$ cat config.mk
export PLATFORM = sky130hd
export DESIGN_NAME = gray_code_conv_pipe
export DESIGN_NICKNAME = d
export VERILOG_FILES = /design/src/rtl/gray_code_conv_pipe.sv
export SDC_FILE = /design/constraint.sdc
export NUM_CORES = 1
export LEC_CHECK = 0
export CORE_AREA = 8 8 47 68
export CTS_BUF_LIST = sky130_fd_sc_hd__clkbuf_16
export CTS_CLUSTER_DIAMETER = 150
export DETAILED_ROUTE_END_ITERATION = 8
export DIE_AREA = 0 0 55 76
export PLACE_DENSITY = 0.74
export SYNTH_ARGS = -nofsm -noshare
export SYNTH_HDL_FRONTEND = slang
export SYNTH_SLANG_ARGS = --single-unit
$ cat constraint.sdc
create_clock -name clk -period 1.65 [get_ports clk]
set_input_delay 0.165 -clock clk [delete_from_list [all_inputs] [get_ports clk]]
set_output_delay 0.165 -clock clk [all_outputs]
set_load 0.05 [all_outputs]
$ cat src/rtl/gray_code_conv_pipe.sv
// Pipelined bidirectional Gray code converter with valid/ready handshake.
// Each transaction carries its own mode bit. Stage 0 registers the converted
// value; later stages are plain register slices with bubble-collapsing
// backpressure. Latency is STAGES cycles when out_ready stays high.
//
// Ports:
//   clk        rising-edge clock
//   rst_n      asynchronous active-low reset
//   in_valid   producer offers in_data/in_mode
//   in_ready   stage 0 can load this cycle (combinational from out_ready/flags)
//   in_mode    0: binary->Gray, 1: Gray->binary
//   in_data    value to convert
//   out_valid  last stage holds a result
//   out_ready  consumer takes the result this cycle
//   out_mode   mode the result was converted with
//   out_data   converted value
module gray_code_conv_pipe #(
  parameter int unsigned WIDTH  = 8,
  parameter int unsigned STAGES = 2
) (
  input  logic             clk,
  input  logic             rst_n,
  input  logic             in_valid,
  output logic             in_ready,
  input  logic             in_mode,
  input  logic [WIDTH-1:0] in_data,
  output logic             out_valid,
  input  logic             out_ready,
  output logic             out_mode,
  output logic [WIDTH-1:0] out_data
);

  localparam int unsigned LAST = STAGES - 1;

  logic [STAGES-1:0]            vld_q, vld_d;
  logic [STAGES-1:0]            mode_q, mode_d;
  logic [STAGES-1:0][WIDTH-1:0] data_q, data_d;
  logic [STAGES-1:0]            load_c;
  logic [WIDTH-1:0]             conv_c;

  // Conversion: MSB passes through in both directions.
  always_comb begin
    conv_c = '0;
    conv_c[WIDTH-1] = in_data[WIDTH-1];
    if (in_mode) begin
      // Gray->binary is a running XOR from the MSB down.
      for (int i = int'(WIDTH) - 2; i >= 0; i--) begin
        conv_c[i] = conv_c[i+1] ^ in_data[i];
      end
    end else begin
      for (int i = 0; i < int'(WIDTH) - 1; i++) begin
        conv_c[i] = in_data[i+1] ^ in_data[i];
      end
    end
  end

  // A stage may load when empty or when the stage after it loads.
  always_comb begin
    logic chain;
    chain  = out_ready;
    load_c = '0;
    for (int k = int'(STAGES) - 1; k >= 0; k--) begin
      chain     = ~vld_q[k] | chain;
      load_c[k] = chain;
    end
  end

  // Next-state: shift where allowed; payload only moves with a valid entry.
  always_comb begin
    vld_d  = vld_q;
    mode_d = mode_q;
    data_d = data_q;
    if (load_c[0]) begin
      vld_d[0] = in_valid;
      if (in_valid) begin
        data_d[0] = conv_c;
        mode_d[0] = in_mode;
      end
    end
    for (int k = 1; k < int'(STAGES); k++) begin
      if (load_c[k]) begin
        vld_d[k] = vld_q[k-1];
        if (vld_q[k-1]) begin
          data_d[k] = data_q[k-1];
          mode_d[k] = mode_q[k-1];
        end
      end
    end
  end

  // Stage registers.
  always_ff @(posedge clk or negedge rst_n) begin
    if (!rst_n) begin
      vld_q  <= '0;
      mode_q <= '0;
      data_q <= '0;
    end else begin
      vld_q  <= vld_d;
      mode_q <= mode_d;
      data_q <= data_d;
    end
  end

  assign in_ready  = load_c[0];
  assign out_valid = vld_q[LAST];
  assign out_mode  = mode_q[LAST];
  assign out_data  = data_q[LAST];

endmodule
==> key figures, run 1 <==
Cells and area
  • Layout Cells excl Fill: 140
  • Fin nets: 130
  • Share of cells above drive strength 1: 33.6%
  • Synth-to-layout area growth: 35.1%
  • Ant. Diodes: 0

Synth
  • XOR/XNOR Fraction of Synth Area: 13.8%
  • Synth Area in Simple Gates: 9.85%
  • Top-area cell type share of the netlist area: 49.3%
  • Mapped Nets: 101
  • Post-synth top cells: dfrtp_1, nand2_1, mux2_2
  • EDFF count, synth: 0
  • Mux cell area share after synthesis: 11.1%
  • Largest family of logic cells by synthesized area: XOR/XNOR gates
  • YS warnings: 0
  • Post-synthesis sequential area ratio: 49.3%
  • Cells after synthesis: 88
  • Post-Synth Adder-Cell Area: 0%
  • Mapped Area: 1020 um^2
  • Most common flop cell mapped by yosys: dfrtp_1
  • Cell taking the most area after synthesis: dfrtp_1
  • Synthesis-stage register bit count: 20
  • Synthesized area per cell: 11.5 um^2
  • Count of cell types in the netlist: 23
  • Synth async-reset ratio: 100%
  • Top post-synthesis cells by area: dfrtp_1, mux2_2, buf_4
  • Post-synthesis compound-gate area fraction: 8.99%
  • Most common cell in the synthesized netlist: dfrtp_1

Route
  • DR vias: 705
  • Detail Route Antenna Nets: 0
  • Wire length on met3: 70 um
  • DR WL/cell: 13.5 um
  • Metal-1 WL: 731 um
  • Top layer in use: met4
  • Initial DRC Count: 8
  • DRC viols: 0
  • First-pass iteration count of the detailed router: 4
  • Final WL: 1890 um
  • DR vias/cell: 5.04
  • DR WL met2: 1050 um

Timing
  • Slew @ Worst Pin: 362 ps
  • Final setup fails: 0
  • F_max: 0.642 GHz
  • Final period util: 94.4%
  • Fin crit period: 1560 ps
  • RSZ-0062 raised after global routing: no
  • Relative slew slack: 75.8%
  • Max-slew violation count: 0
  • Hold Vio Cnt, Final: 0
  • Final Skew: 0.617 ps
  • Fin Setup TNS: 0 ps
  • Hold slack final: 252 ps

GRT
  • Largest net degree at the start of global routing: 21
  • Aggregate global-route resource usage: 9.98%
  • Number of global-route vias before repair: 775
  • First-pass GRT wire length: 3300 um
  • GRT overflow: 0
  • Initial antenna violation count: 0

Power and ir drop
  • Seq pwr share: 36.1%
  • Pleak: 0.642 nW
  • Pint: 1.20 mW
  • Peak VDD IR: 0.509 mV
  • Power, Total: 1.83 mW
  • Switching fraction of total power: 34.2%
  • Switch Pwr: 0.626 mW
  • Gate power share: 37.2%
  • Pwr Density: 1330 nW/um^2
  • Clock share of power: 26.7%

Floorplanning
  • Core box area: 2310 um^2
  • Row cnt: 22
  • DIE WIDTH: 55 um
  • IO Pins: 24
  • Die extent in y: 76 um
  • Starting density of the core: 43.9%
  • Die footprint: 4180 um^2

Min path
  • Hold/Removal Path Class: input pin to async pin

Run
  • MaxCap Viol Count: 0

Placement
  • Port Buffer Count: 23
  • GPL Wtd Cong: 0.726
  • DPL Wire Length: 1570 um
  • Placed cells: 136

Clock tree
  • H-tree lvl count: 1
  • Clk pin slew, worst setup/hold paths: 50 ps
  • Max Root-Sink Buffers: 2
  • TritonCTS Buffers: 3
  • Hold Buf Count CTS: 0
  • CTS tree: yes
  • Clk Latency, worst-skew pair: 250 ps
  • Post-CTS Setup Repair Bufs: 0
  • Clk root buf: clkbuf_16
  • TritonCTS Sinks: 20

Setup path
  • Critical-path maximum fanout: 3
  • Crit path launch type: input pin
  • Critical Path End Type: flip-flop
  • Critical path required time: 1800 ps
  • CP arrival: 1710 ps
  • R2R depth: 3
  • Critical path type: input pin to flip-flop

Run status
  • Outcome: complete, no violations
==> metal layers <==
layer,track usage [%],vias up
li1,-,350
met1,10.9,339
met2,16.7,14
met3,1.56,2
met4,5.80,0
met5,0,-
==> cell families after synthesis <==
| logic type | Yosys count |
|---|---|
| multiplexers | 10 |
| AO/OA/AOI/OAI | 14 |
| XOR/XNOR | 12 |
| flip-flops | 20 |
| buffers and inverters | 11 |
| AND/OR/NAND/NOR | 21 |
==> path summary, 6_finish.rpt <==
check | start | endpoint | slack [ps]
worst max-delay path | in_data[6] | data_q[0]$_DFFE_PN0P_ | 90
worst min-delay path | rst_n | vld_q[1]$_DFFE_PN0P_ | 250
worst max register to register | vld_q[1]$_DFFE_PN0P_ | out_data[3]$_DFFE_PN0P_ | 420
worst min register to register | mode_q[0]$_DFFE_PN0P_ | mode_q[0]$_DFFE_PN0P_ | 480
max in group asynchronous | rst_n | vld_q[1]$_DFFE_PN0P_ | 1180
min in group clk | in_data[7] | data_q[7]$_DFFE_PN0P_ | 330
==> power groups by stage <==
stage	registers, mW	clock network, mW	logic, mW
after global placement	0.663	0	0.676
after global routing	0.678	0.521	0.722
after detailed placement	0.671	0	0.689
after floorplan	0.679	0	0.520
after CTS	0.663	0.497	0.691
final	0.661	0.488	0.681
==> cell type report <==
type / instances / area, um^2
fill: 203 / 940
sequential: 20 / 502
multi-input combinational: 57 / 458
timing repair buffer: 34 / 300
clock buffer: 3 / 75.1
tap: 24 / 30.0
clock inverter: 1 / 3.75
inverter: 1 / 3.75
==> registers in the layout, indices dropped and copies added (netlist names) <==
name      flops
vld_q         2
out_data      8
data_q        8
mode_q        2
==> what timing repair did <==
item                                    in CTS  in global routing
gates resized for setup                      0                  2
endpoints found under the setup margin       0                  1
hold endpoints to repair                     0                  0
==> through the flow <==
step	instance area [um^2]	utilization (%)	setup WS (ps)
after global routing	1370	59.4	11.3
after detailed placement	1280	55.5	-173
after floorplan	1030	-	-139
final	1370	59.4	91.8
after CTS	1360	58.9	92.6
after global placement	1280	55.5	-115
==> cells in the final DEF, fill, tap and decap left out <==
master,netlist,final
buf_4,8,21
dfrtp_1,20,19
nand2_1,12,11
clkdlybuf4s50_1,0,11
mux2_2,10,9
xnor2_1,6,6
o21ai_0,4,4
a21oi_1,3,3
nand2b_1,3,3
clkbuf_16,0,3
nand3b_1,2,2
xnor3_1,2,2
xor2_1,3,2
and3_1,2,2
o31ai_1,2,2
nand2_2,0,1
xnor2_2,1,1
xor2_2,0,1
inv_1,1,1
mux2_4,0,1
o211ai_1,1,1
nor2_1,1,1
a211o_1,1,1
a41oi_1,1,1
nand3_1,1,1
o21bai_1,1,1
o311ai_0,1,1
clkinv_1,0,1
dlymetal6s2s_1,0,1
buf_12,0,1
dfrtp_2,0,1
==> critical path, cell delays in order <==
cell and delay (ps):
clkdlybuf4s50_1 500, xnor2_1 240, xnor3_1 430, and3_1 190, o31ai_1 190
Power figures use the tool's default switching activity.
==> run 2, diff against run 1 <==
--- a/config.mk
+++ b/config.mk
@@ -11,6 +11,7 @@
 export DETAILED_ROUTE_END_ITERATION = 8
 export DIE_AREA = 0 0 55 76
 export PLACE_DENSITY = 0.74
+export SKIP_LAST_GASP = 1
 export SYNTH_ARGS = -nofsm -noshare
 export SYNTH_HDL_FRONTEND = slang
 export SYNTH_SLANG_ARGS = --single-unit
==> key figures, run 2 (same netlist as run 1, synthesis figures left out) <==
Run status
  • Outcome: complete, no violations

Setup path
  • Critical Path End Type: flip-flop
  • Worst flop-to-flop path startpoint: vld_q[1]$_DFFE_PN0P_
  • Critical path type: input pin to flip-flop
  • Crit path launch type: input pin
  • Critical path required time: 1800 ps (about the same)
  • CP arrival: 1720 ps (about the same)
  • RR Endpoint: out_data[3]$_DFFE_PN0P_
  • Critical-path maximum fanout: 4 (+1)
  • R2R depth: 3 (unchanged)
  • Setup slack, reg-to-reg: 420 ps (about the same)

Timing
  • F_max: 0.640 GHz (-0.34%)
  • Slew @ Worst Pin: 362 ps (unchanged)
  • Relative slew slack: 75.8% (unchanged)
  • Hold Vio Cnt, Final: 0 (unchanged)
  • RSZ-0062 raised after global routing: yes
  • Max-slew violation count: 0 (unchanged)
  • Fin crit period: 1560 ps (+5.40 ps)
  • PnR worst setup slack: 86.4 ps (-5.40 ps)
  • Final period util: 94.8% (+0.33 points)
  • Fin Setup TNS: 0 ps (unchanged)
  • Hold slack final: 252 ps (unchanged)
  • Final setup fails: 0 (unchanged)
  • Final Skew: 0.617 ps (unchanged)

Route
  • DR WL/cell: 13.5 um (about the same)
  • Final WL: 1890 um (about the same)
  • Initial DRC Count: 8 (unchanged)
  • DRC viols: 0 (unchanged)
  • Detail Route Antenna Nets: 0 (unchanged)
  • First-pass iteration count of the detailed router: 4 (unchanged)
  • DR vias: 706 (+0.14%)
  • DR vias/cell: 5.04 (+0.14%)

Placement
  • GPL Wtd Cong: 0.726 (unchanged)
  • Port Buffer Count: 23 (unchanged)
  • DPL Wire Length: 1570 um (unchanged)
  • Post-Place Setup Slack: -173 ps (unchanged)
  • Placed cells: 136 (unchanged)
  • Placed Area: 1280 um^2 (unchanged)

Cells and area
  • Final Core Density: 59.3% (-0.11 points)
  • Fin nets: 130 (unchanged)
  • Final instance area: 1370 um^2 (-0.18%)
  • Most frequent cells in the layout: buf_4, dfrtp_1, clkdlybuf4s50_1, nand2_1, mux2_2
  • Fillers: 204 (+0.49%)
  • Ant. Diodes: 0 (unchanged)
  • Share of cells above drive strength 1: 33.6% (unchanged)
  • Synth-to-layout area growth: 34.9%
  • Commonest non-fill, non-tap cell in the layout: buf_4
  • Layout Cells excl Fill: 140 (unchanged)

Run
  • MaxCap Viol Count: 0 (unchanged)

Floorplanning
  • Die footprint: 4180 um^2 (unchanged)
  • Row cnt: 22 (unchanged)
  • IO Pins: 24 (unchanged)
  • Core box area: 2310 um^2 (unchanged)
  • DIE WIDTH: 55 um (unchanged)
  • Starting density of the core: 43.9% (unchanged)
  • Die extent in y: 76 um (unchanged)

Min path
  • Hold/Removal Path Class: input pin to async pin

Power and ir drop
  • Peak VDD IR: 0.509 mV (unchanged)
  • Clock share of power: 26.7% (about the same)
  • Power, Total: 1.83 mW (about the same)
  • Pwr Density: 1340 nW/um^2 (+0.20%)
  • Pint: 1.20 mW (about the same)
  • Pleak: 0.633 nW (-1.4%)
  • Switch Pwr: 0.626 mW (about the same)
  • Gate power share: 37.2% (about the same)
  • Seq pwr share: 36.1% (about the same)
  • Switching fraction of total power: 34.2% (about the same)

Clock tree
  • H-tree lvl count: 1 (unchanged)
  • Max Root-Sink Buffers: 2 (unchanged)
  • TritonCTS Sinks: 20 (unchanged)
  • Clk pin slew, worst setup/hold paths: 50 ps (about the same)
  • TritonCTS Buffers: 3 (unchanged)
  • CTS tree: yes
  • Clk Latency, worst-skew pair: 250 ps (about the same)
  • Resized cells post-CTS: 0 (unchanged)
  • Hold Buf Count CTS: 0 (unchanged)
  • Post-CTS Setup Repair Bufs: 0 (unchanged)
  • Clk root buf: clkbuf_16

GRT
  • Aggregate global-route resource usage: 9.98% (unchanged)
  • Largest net degree at the start of global routing: 21 (unchanged)
  • Number of global-route vias before repair: 775 (unchanged)
  • GRT overflow: 0 (unchanged)
  • Initial antenna violation count: 0 (unchanged)
  • First-pass GRT wire length: 3300 um (unchanged)
-- run 2: cell types whose count changed in the layout (fill, tap and decap cells not counted) --
cell,change
clkdlybuf4s50_1,+1
dlymetal6s2s_1,-1
-- run 2: layer usage --
metal	track usage, %	up-vias	wire (um)
li1	-	350	-
met1	10.9	340	731
met2	16.7	14	1050
met3	1.56	2	70
met4	5.80	0	34
met5	0	-	0
-- run 2: area by class of cell --
| cell class | count | area, um^2 | share of cell area (%) |
|---|---|---|---|
| clock buffers | 3 | 75.1 | 5.48 |
| multi-input cells | 57 | 458 | 33.4 |
| repair buffers | 34 | 298 | 21.7 |
| flip-flops and latches | 20 | 502 | 36.6 |
| well taps | 24 | 30.0 | 2.19 |
| inverters | 1 | 3.75 | 0.274 |
| clock inverters | 1 | 3.75 | 0.274 |
-- run 2: worst max-delay path by stage --
stage | startpoint | to | slack [ps] | cells after the start
after CTS | in_data[7] | data_q[1]$_DFFE_PN0P_ | 90 | 5
after global routing | in_data[7] | data_q[0]$_DFFE_PN0P_ | -10 | 5
after floorplan | vld_q[1]$_DFFE_PN0P_ | data_q[7]$_DFFE_PN0P_ | -140 | 3
final | in_data[7] | data_q[0]$_DFFE_PN0P_ | 90 | 5
after detailed placement | in_data[7] | data_q[0]$_DFFE_PN0P_ | -170 | 5
after global placement | in_data[7] | data_q[0]$_DFFE_PN0P_ | -110 | 5
-- run 2: power groups by stage --
stage	clock network (mW)	logic, mW	registers, mW
after floorplan	0	0.520	0.679
after global placement	0	0.676	0.663
after detailed placement	0	0.689	0.671
after CTS	0.497	0.691	0.663
after global routing	0.521	0.723	0.678
final	0.488	0.681	0.661
-- run 2: worst max-delay path, stage by stage --
cell	delay (ps)
clkdlybuf4s50_1	580
xnor2_1	170
xnor3_1	430
and3_1	190
o31ai_1	190
==> run 3, diff against run 2 <==
--- a/config.mk
+++ b/config.mk
@@ -5,11 +5,12 @@
 export SDC_FILE = /design/constraint.sdc
 export NUM_CORES = 1
 export LEC_CHECK = 0
-export CORE_AREA = 8 8 47 68
+export ABC_AREA = 1
+export CORE_AREA = 8 8 47 67
 export CTS_BUF_LIST = sky130_fd_sc_hd__clkbuf_16
 export CTS_CLUSTER_DIAMETER = 150
 export DETAILED_ROUTE_END_ITERATION = 8
-export DIE_AREA = 0 0 55 76
+export DIE_AREA = 0 0 55 75
 export PLACE_DENSITY = 0.74
 export SKIP_LAST_GASP = 1
 export SYNTH_ARGS = -nofsm -noshare
==> key figures, run 3 <==
Floorplanning
  • Die extent in y: 75 um (-1.3%)
  • Starting density of the core: 44.4% (+0.51 points)
  • Die footprint: 4130 um^2 (-1.3%)
  • IO Pins: 24 (unchanged)
  • Row cnt: 21 (-4.5%)
  • Core box area: 2210 um^2 (-4.5%)
  • DIE WIDTH: 55 um (unchanged)

Synth
  • Count of cell types in the netlist: 18 (-22%)
  • Synthesis-stage register bit count: 20 (unchanged)
  • Cell taking the most area after synthesis: dfrtp_1
  • Top-area cell type share of the netlist area: 51.0% (+1.8 points)
  • YS warnings: 0 (unchanged)
  • Cells after synthesis: 106 (+20%)
  • Post-synthesis sequential area ratio: 51.0% (+1.8 points)
  • Post-synth top cells: nand2_1, dfrtp_1, nand3_1
  • EDFF count, synth: 0 (unchanged)
  • Most common flop cell mapped by yosys: dfrtp_1
  • Mapped Nets: 119 (+18%)
  • Mapped Area: 981 um^2 (-3.4%)
  • Synth async-reset ratio: 100% (unchanged)
  • Most common cell in the synthesized netlist: nand2_1
  • Synthesized area per cell: 9.25 um^2 (-20%)
  • Top post-synthesis cells by area: dfrtp_1, mux2_2, nand2_1

Timing
  • Final period util: 88.5% (-6.3 points)
  • F_max: 0.685 GHz (+7.1%)
  • Final setup fails: 0 (unchanged)
  • Hold slack final: 251 ps (-1.34 ps)
  • PnR worst setup slack: 190 ps (+104 ps)
  • Hold Vio Cnt, Final: 0 (unchanged)
  • RSZ-0062 raised after global routing: no
  • Slew @ Worst Pin: 370 ps (+7.50 ps)
  • Final Skew: 4.65 ps (+4.03 ps)
  • Fin crit period: 1460 ps (-104 ps)
  • Max-slew violation count: 0 (unchanged)
  • Relative slew slack: 75.3% (-0.50 points)

Power and ir drop
  • Peak VDD IR: 0.534 mV (+4.8%)
  • Power, Total: 1.97 mW (+7.8%)
  • Pleak: 0.610 nW (-3.5%)
  • Pwr Density: 1540 nW/um^2 (+16%)

Clock tree
  • Hold Buf Count CTS: 0 (unchanged)
  • Max Root-Sink Buffers: 2 (unchanged)
  • Clk Latency, worst-skew pair: 250 ps (about the same)
  • Resized cells post-CTS: 0 (unchanged)
  • H-tree lvl count: 1 (unchanged)
  • Clk root buf: clkbuf_16
  • Post-CTS Setup Repair Bufs: 0 (unchanged)
  • CTS tree: yes
  • Clk pin slew, worst setup/hold paths: 60 ps (about the same)
  • TritonCTS Sinks: 20 (unchanged)
  • TritonCTS Buffers: 3 (unchanged)

Cells and area
  • Commonest non-fill, non-tap cell in the layout: nand2_1
  • Final instance area: 1280 um^2 (-6.8%)
  • Most frequent cells in the layout: nand2_1, dfrtp_1, buf_4, nand3_1, clkdlybuf4s50_1
  • Synth-to-layout area growth: 30.2%
  • Fillers: 194 (-4.9%)
  • Fin nets: 141 (+8.5%)
  • Ant. Diodes: 0 (unchanged)
  • Share of cells above drive strength 1: 23.6% (-10 points)

Setup path
  • CP most frequent cell: nand2_1
  • Critical-path maximum fanout: 4 (unchanged)
  • Critical-path cell list: clkdlybuf4s50_1 > inv_1 > nand2_1 > nand3_1 > nand2_1 > nand2_1 > nand3_1 > nand3_2 > nand2_1 > nand2_1 > nand3_1 > nand2_1
  • Worst Setup SP: in_data[7]
  • Critical path required time: 1800 ps (about the same)
  • Critical Path End Type: flip-flop
  • Max stage delay on crit path: 500 ps (-80 ps)
  • Worst flop-to-flop path startpoint: vld_q[1]$_DFFE_PN0P_
  • CP arrival: 1610 ps (-110 ps)
  • CP max stage cell: clkdlybuf4s50_1
  • Critical path type: input pin to flip-flop
  • Crit path launch type: input pin

Min path
  • Hold/Removal Path Class: input pin to async pin

Placement
  • Post-Place Setup Slack: -50.8 ps (+123 ps)
  • Placed Area: 1200 um^2 (-6.6%)
  • Port Buffer Count: 23 (unchanged)
  • GPL Wtd Cong: 0.795 (+9.6%)

Route
  • DRC viols: 0 (unchanged)
  • Final WL: 2070 um (+9.6%)
  • First-pass iteration count of the detailed router: 4 (unchanged)
  • DR vias: 805 (+14%)
  • DR vias/cell: 5.37 (+6.4%)
  • Initial DRC Count: 34 (+26)
  • Detail Route Antenna Nets: 0 (unchanged)
  • DR WL/cell: 13.8 um (+2.3%)

Run status
  • Outcome: complete, no violations

GRT
  • Largest net degree at the start of global routing: 21 (unchanged)
  • Aggregate global-route resource usage: 11.7% (+1.7 points)
  • Number of global-route vias before repair: 867 (+12%)
  • GRT overflow: 0 (unchanged)
  • Initial antenna violation count: 0 (unchanged)
  • First-pass GRT wire length: 3560 um (+7.9%)

Run
  • MaxCap Viol Count: 0 (unchanged)
run 3: cell count changes after synthesis, sizes merged, moves of 3 or more:
cell	previous run	this run
xnor2	7	2
nand2	12	22
nor2	1	4
o21ai	4	7
inv	1	9
nand3	1	14
nand2b	3	0
run 3: cell families (layout without fill, tap and decap cells):
| kind of cell | count (synthesis) | after routing | share of synthesized area (%) |
|---|---|---|---|
| compound gates | 15 | 15 | 8.16 |
| xor+xnor | 4 | 4 | 3.57 |
| buf+inv | 19 | 40 | 10.5 |
| flops | 20 | 20 | 51.0 |
| mux | 8 | 8 | 9.18 |
| simple gates | 40 | 40 | 17.6 |
run 3: cell type report:
class                           instances  area (um^2)  share of cell area, %
Timing Repair Buffer                   27          245                   19.2
Tap cell                               23         28.8                   2.25
Inverter                                9         33.8                   2.64
Multi-Input combinational cell         67          390                   30.6
Clock buffer                            3         75.1                   5.88
Clock inverter                          1         3.75                  0.294
Sequential cell                        20          500                   39.2
run 3: power breakdown:
part           total, mW  internal [mW]  leakage, nW  switching, mW
clock network      0.494          0.323       0.0385          0.171
registers          0.699          0.623        0.235         0.0755
logic              0.781          0.274        0.337          0.507
run 3: path summary, 6_finish.rpt:
path	slack, ps	endpoint	depth (start not counted)
max	190	data_q[0]$_DFFE_PN0P_	12
min	250	mode_q[0]$_DFFE_PN0P_	2
max reg2reg	340	out_data[5]$_DFFE_PN0P_	3
min reg2reg	490	data_q[0]$_DFFE_PN0P_	2
max in group asynchronous	1190	out_data[6]$_DFFE_PN0P_	2
min in group clk	490	data_q[0]$_DFFE_PN0P_	2
run 3: critical path: cells and delay by family:
| kind | cells | cell delay (ps) |
|---|---|---|
| buffers and inverters | 2 | 580 |
| AND/OR/NAND/NOR | 10 | 860 |
run 3: through the flow:
step	utilization [%]	instances	TNS, ps
after floorplan	-	106	0
after global placement	54.3	146	0
after detailed placement	54.3	146	-66.0
after CTS	57.9	150	0
after global routing	57.9	150	0
final	57.9	150	0
run 3: layer usage:
| metal | routed length [um] | global-route usage (%) | vias up |
|---|---|---|---|
| met1 | 759 | 11.3 | 373 |
| li1 | - | - | 382 |
| met4 | 141 | 12.3 | 0 |
| met5 | 0 | 0 | - |
| met2 | 1010 | 18.5 | 37 |
| met3 | 151 | 2.96 | 13 |
